[config.mk]
export PLATFORM = sky130hd
export DESIGN_NAME = adder_accum_ctrl
export DESIGN_NICKNAME = d
export VERILOG_FILES = /design/src/rtl/adder_pkg.sv /design/src/rtl/adder_accum_ctrl.sv
export SDC_FILE = /design/constraint.sdc
export NUM_CORES = 1
export LEC_CHECK = 0
export ABC_AREA = 1
export ABC_CLOCK_PERIOD_IN_PS = 1500
export CORE_MARGIN = 2
export CORE_UTILIZATION = 42
export CTS_CLUSTER_DIAMETER = 200
export DETAILED_ROUTE_END_ITERATION = 8
export HOLD_SLACK_MARGIN = 0.06
export PLACE_DENSITY = 0.79
export SETUP_SLACK_MARGIN = 0.15
export SLEW_MARGIN = 40
export SYNTH_ARGS = -nofsm -noshare
export SYNTH_HDL_FRONTEND = slang
export SYNTH_SLANG_ARGS = --single-unit
[constraint.sdc]
create_clock -name clk -period 1.5 [get_ports clk]
set_input_delay 0.225 -clock clk [delete_from_list [all_inputs] [get_ports clk]]
set_output_delay 0.225 -clock clk [all_outputs]
set_load 0.03 [all_outputs]
[src/rtl/adder_pkg.sv]
`default_nettype none
// ============================================================================
//  Module      : adder_pkg
//  Description : Shared definitions for the 4-bit adder and its sequential
//                accumulate controller: default widths and FSM encoding.
//  Revision    : 1.0  initial release
// ============================================================================
package adder_pkg;

    // Default operand/sum width; must match the combinational adder.
    localparam int ADDER_WIDTH = 4;

    // Default width of the operand count and the carry counter.
    localparam int ADDER_CNT_W = 4;

    // Controller states.
    typedef enum logic [1:0] {
        ST_IDLE = 2'd0,
        ST_LOAD = 2'd1,
        ST_DONE = 2'd2
    } acc_state_e;

endpackage : adder_pkg
`default_nettype wire

[src/rtl/adder_accum_ctrl.sv]
`default_nettype none
// ============================================================================
//  Module      : adder_accum_ctrl
//  Description : Sequential front/back end around a combinational adder.
//                Streams a burst of operands into the adder, folds each
//                sum/cout back into an accumulator and carry count, then
//                offers the final result on a valid/ready output.
//  Revision    : 1.0  initial release
// ============================================================================
module adder_accum_ctrl
    import adder_pkg::*;
#(
    parameter int WIDTH = ADDER_WIDTH,
    parameter int CNT_W = ADDER_CNT_W
) (
    input  logic             clk,
    input  logic             rst_n,
    input  logic             start,
    input  logic [CNT_W-1:0] num_ops,
    input  logic             in_valid,
    input  logic [WIDTH-1:0] in_data,
    output logic             in_ready,
    output logic [WIDTH-1:0] add_a,
    output logic [WIDTH-1:0] add_b,
    input  logic [WIDTH-1:0] add_sum,
    input  logic             add_cout,
    output logic             out_valid,
    input  logic             out_ready,
    output logic [WIDTH-1:0] out_sum,
    output logic [CNT_W-1:0] out_carries,
    output logic             busy
);

    acc_state_e       state_q,    state_d;
    logic [WIDTH-1:0] acc_q,      acc_d;
    logic [CNT_W-1:0] carries_q,  carries_d;
    logic [CNT_W-1:0] ops_left_q, ops_left_d;

    // Carry-out widened to the counter width so the increment is width-exact.
    logic [CNT_W-1:0] cout_ext;
    assign cout_ext = {{(CNT_W-1){1'b0}}, add_cout};

    // State and datapath registers; reset discards any burst in flight.
    always_ff @(posedge clk or negedge rst_n) begin
        if (!rst_n) begin
            state_q    <= ST_IDLE;
            acc_q      <= '0;
            carries_q  <= '0;
            ops_left_q <= '0;
        end else begin
            state_q    <= state_d;
            acc_q      <= acc_d;
            carries_q  <= carries_d;
            ops_left_q <= ops_left_d;
        end
    end

    // Next-state, datapath update and handshake outputs.
    always_comb begin
        state_d    = state_q;
        acc_d      = acc_q;
        carries_d  = carries_q;
        ops_left_d = ops_left_q;
        in_ready   = 1'b0;
        out_valid  = 1'b0;

        case (state_q)
            ST_IDLE: begin
                if (start) begin
                    acc_d      = '0;
                    carries_d  = '0;
                    ops_left_d = num_ops;
                    // An empty burst goes straight to a zero result.
                    state_d    = (num_ops == '0) ? ST_DONE : ST_LOAD;
                end
            end

            ST_LOAD: begin
                in_ready = 1'b1;
                if (in_valid) begin
                    acc_d      = add_sum;
                    carries_d  = carries_q + cout_ext;
                    ops_left_d = ops_left_q - 1'b1;
                    if (ops_left_q == {{(CNT_W-1){1'b0}}, 1'b1}) begin
                        state_d = ST_DONE;
                    end
                end
            end

            ST_DONE: begin
                out_valid = 1'b1;
                if (out_ready) begin
                    state_d = ST_IDLE;
                end
            end

            default: begin
                state_d = ST_IDLE;
            end
        endcase
    end

    // The adder always sees the running accumulator and the live operand.
    assign add_a       = acc_q;
    assign add_b       = in_data;
    assign out_sum     = acc_q;
    assign out_carries = carries_q;
    assign busy        = (state_q != ST_IDLE);

endmodule : adder_accum_ctrl
`default_nettype wire

==> impl_metrics.py <==
metrics = {
    "outcome": {
        "status": "finished, final reports clean",
    },
    "cts": {
        "path_clk_slew_ps": 90,
        "insertion_delay_ps": 280,
        "numCtsBuffers": 3,
        "cts-root-buf": "clkbuf_4",
        "clock_sinks": 14,
        "cts_buffer_depth": 2,
        "cts_tree": "done",
        "cts_max_level": 1,
        "hold_buffers": 0,
    },
    "final_layout": {
        "area_growth_pct": 36.54,
        "fin_nets": 168,
        "antennaDiodeCount": 0,
        "drive_gt1_share_pct": 22.07,
    },
    "critical_path": {
        "worst_ep_required_time_ps": 1270,
        "arrival_ps": 1130,
        "crit_type": "reg2out",
        "critPathCaptureType": "output pin",
        "reg2reg_slack_ps": 230,
        "crit_path_start_kind": "flip-flop",
        "cp_max_fo": 2,
    },
    "route": {
        "ant_nets": 0,
        "first_iter_violations": 23,
        "drc": 0,
        "wl_per_cell_um": 12.15,
        "firstDrtPassIters": 4,
        "vias": 849,
        "vias_per_cell": 4.936,
        "drt-total-wl_um": 2089,
    },
    "global_routing": {
        "antenna_found_initial": 0,
        "grt_pass1_wl_um": 3553,
        "grt_pass1_vias": 786,
        "grt_remaining_overflow": 0,
        "grt_usage_pct": 18.59,
        "grt_max_degree": 16,
    },
    "synth": {
        "synth_top_family_by_area": "simple AND/OR/NAND/NOR gates",
        "synth_compound_area_share_pct": 6.834,
        "synth_xor_area_share_pct": 0,
        "yosys_warnings": 0,
        "postSynthAreaPerCell_um2": 7.668,
        "synthAdderAreaFrac_pct": 5.579,
        "synthMuxAreaShare_pct": 0,
        "synth-seq-area-share_pct": 39.05,
        "synth_simple_gate_area_share_pct": 33.75,
        "postSynthCellCount": 117,
        "syn_area_um2": 897.1,
        "ys_ff_latch": 14,
        "synth_nets": 139,
        "netlist-cell-type-count": 22,
    },
    "timing": {
        "skew_ps": 7.477,
        "hold_viol": 0,
        "grt_setup_unrepaired": "true",
        "fin_tns_setup_ps": 0,
        "tightest_slew_ps": 357.1,
        "slew_headroom_pct": 76.12,
        "fmax_mhz": 737.1,
        "final-setup-viol-count": 0,
        "drv_slew": 0,
        "whs_ps": 206.6,
        "post-route-min-period_ps": 1357,
        "fin_crit_sh_pct": 90.44,
        "setup_slack_ps": 143.4,
    },
    "pwr": {
        "p_comb_share_pct": 61.4,
        "switching_share_pct": 48.41,
        "clockPowerShare_pct": 11.6,
        "powerDensity_nw_per_um2": 1944,
        "p_sw_w": 0.001153,
        "irDropWorstVdd_mv": 1.092,
        "intPower_w": 0.001229,
        "p_seq_share_pct": 27.0,
        "p_leak_nw": 0.6398,
    },
    "place": {
        "routabilityCongestion": 0.7328,
        "hpwl_um": 1496,
        "place_worst_setup_slack_ps": -14.47,
        "io_buffers": 28,
    },
    "floorplan": {
        "io-pin-count": 37,
        "core-area_um2": 1982,
        "rows": 16,
        "die_area_um2": 2522,
        "initial_core_util_pct": 45.27,
        "die_height_um": 50.22,
        "die_w_um": 50.22,
    },
    "run": {
        "cap_violations": 0,
    },
    "min_path": {
        "hp-class": "in2async",
    },
}
==> power by group through the flow <==
stage | Clock, W | Combinational [W] | Sequential [W]
3_5_place_dp | 0 | 0.00142 | 0.000650
5_1_grt | 0.000300 | 0.00160 | 0.000663
4_1_cts | 0.000279 | 0.00144 | 0.000640
2_1_floorplan | 0 | 0.000916 | 0.000767
6_report | 0.000275 | 0.00146 | 0.000643
3_3_place_gp | 0 | 0.00139 | 0.000638
==> layout make-up <==
| cell class | instances | area, um^2 |
|---|---|---|
| flip-flops and latches | 14 | 351.6 |
| multi-input cells | 80 | 436.7 |
| clock buffers | 4 | 36.28 |
| fillers | 169 | 757.0 |
| repair buffers | 35 | 316.6 |
| inverters | 12 | 50.05 |
| well taps | 27 | 33.78 |
==> cells in the final DEF, fill, tap and decap left out, drive strengths merged <==
master         instances
a21boi                 1
nand3                 14
inv                   12
clkdlybuf4s50         13
nand2                 37
o21ai                  5
ha                     4
nor2                  12
a21oi                  2
o211ai                 2
dlygate4sd2            8
or2                    1
nand3b                 2
clkdlybuf4s15          1
dfrtp                 14
buf                    9
clkbuf                 8
==> cells in the mapped netlist (all sizes together) <==
cell type / count / area [um^2]
ha: 4 / 50.05
inv: 12 / 45.05
nor2: 12 / 55.06
a21oi: 2 / 10.01
or2: 1 / 6.260
nand3b: 2 / 15.01
nand2: 37 / 151.4
a21boi: 1 / 7.510
dfrtp: 14 / 350.3
o211ai: 2 / 15.01
nand3: 14 / 75.07
o21ai: 5 / 28.78
buf: 11 / 87.58
==> registers in the layout, indices dropped and copies added, names as in the netlist <==
| name | flops |
|---|---|
| out_carries | 4 |
| ops_left_q | 4 |
| state_q | 2 |
| add_a | 4 |
==> cell families after synthesis <==
kind of cell | after synthesis
buffers and inverters | 23
AND/OR/NAND/NOR | 66
AO/OA/AOI/OAI | 10
flip-flops | 14
adder cells (fa/ha/maj) | 4
==> metrics by stage <==
stage	instances	util [%]	cell area (um^2)	total power, W
2_1_floorplan	117	-	918.4	0.001683
3_3_place_gp	166	59.41	1177	0.002033
3_5_place_dp	166	59.41	1177	0.002072
4_1_cts	172	62.06	1230	0.002361
5_1_grt	172	61.81	1225	0.002567
6_report	172	61.81	1225	0.002381
==> per-layer routing <==
metal / track usage (%) / part of all wire, % / routed length [um]
met1: 22.65 / 43 / 888
met5: 0 / 0 / 0
met3: 3.869 / 8.1 / 170
met4: 7.407 / 1.0 / 21
met2: 31.80 / 48 / 1008
==> worst paths after layout <==
path,from,endpoint,depth (start not counted)
min,rst_n,state_q[1],1
min in group clk,in_data[1],add_b[1],0
max,state_q[0],in_ready,4
min reg2reg,add_a[2],add_a[2],2
max in group asynchronous,rst_n,add_a[0],2
max reg2reg,state_q[0],ops_left_q[1],7
==> repair_timing <==
item / 4_1_cts / 5_1_grt
pin swaps: 1 / 0
resized for setup: 19 / 12
endpoints found under the setup margin: 15 / 9
setup buffers: 2 / 0
==> critical path: stages (launching register included) <==
cell and delay, ps:
dfrtp_1 390, buf_6 120, inv_4 40, nor2_4 150
buf_6 150
No activity file was read; power rests on OpenSTA's default activity.
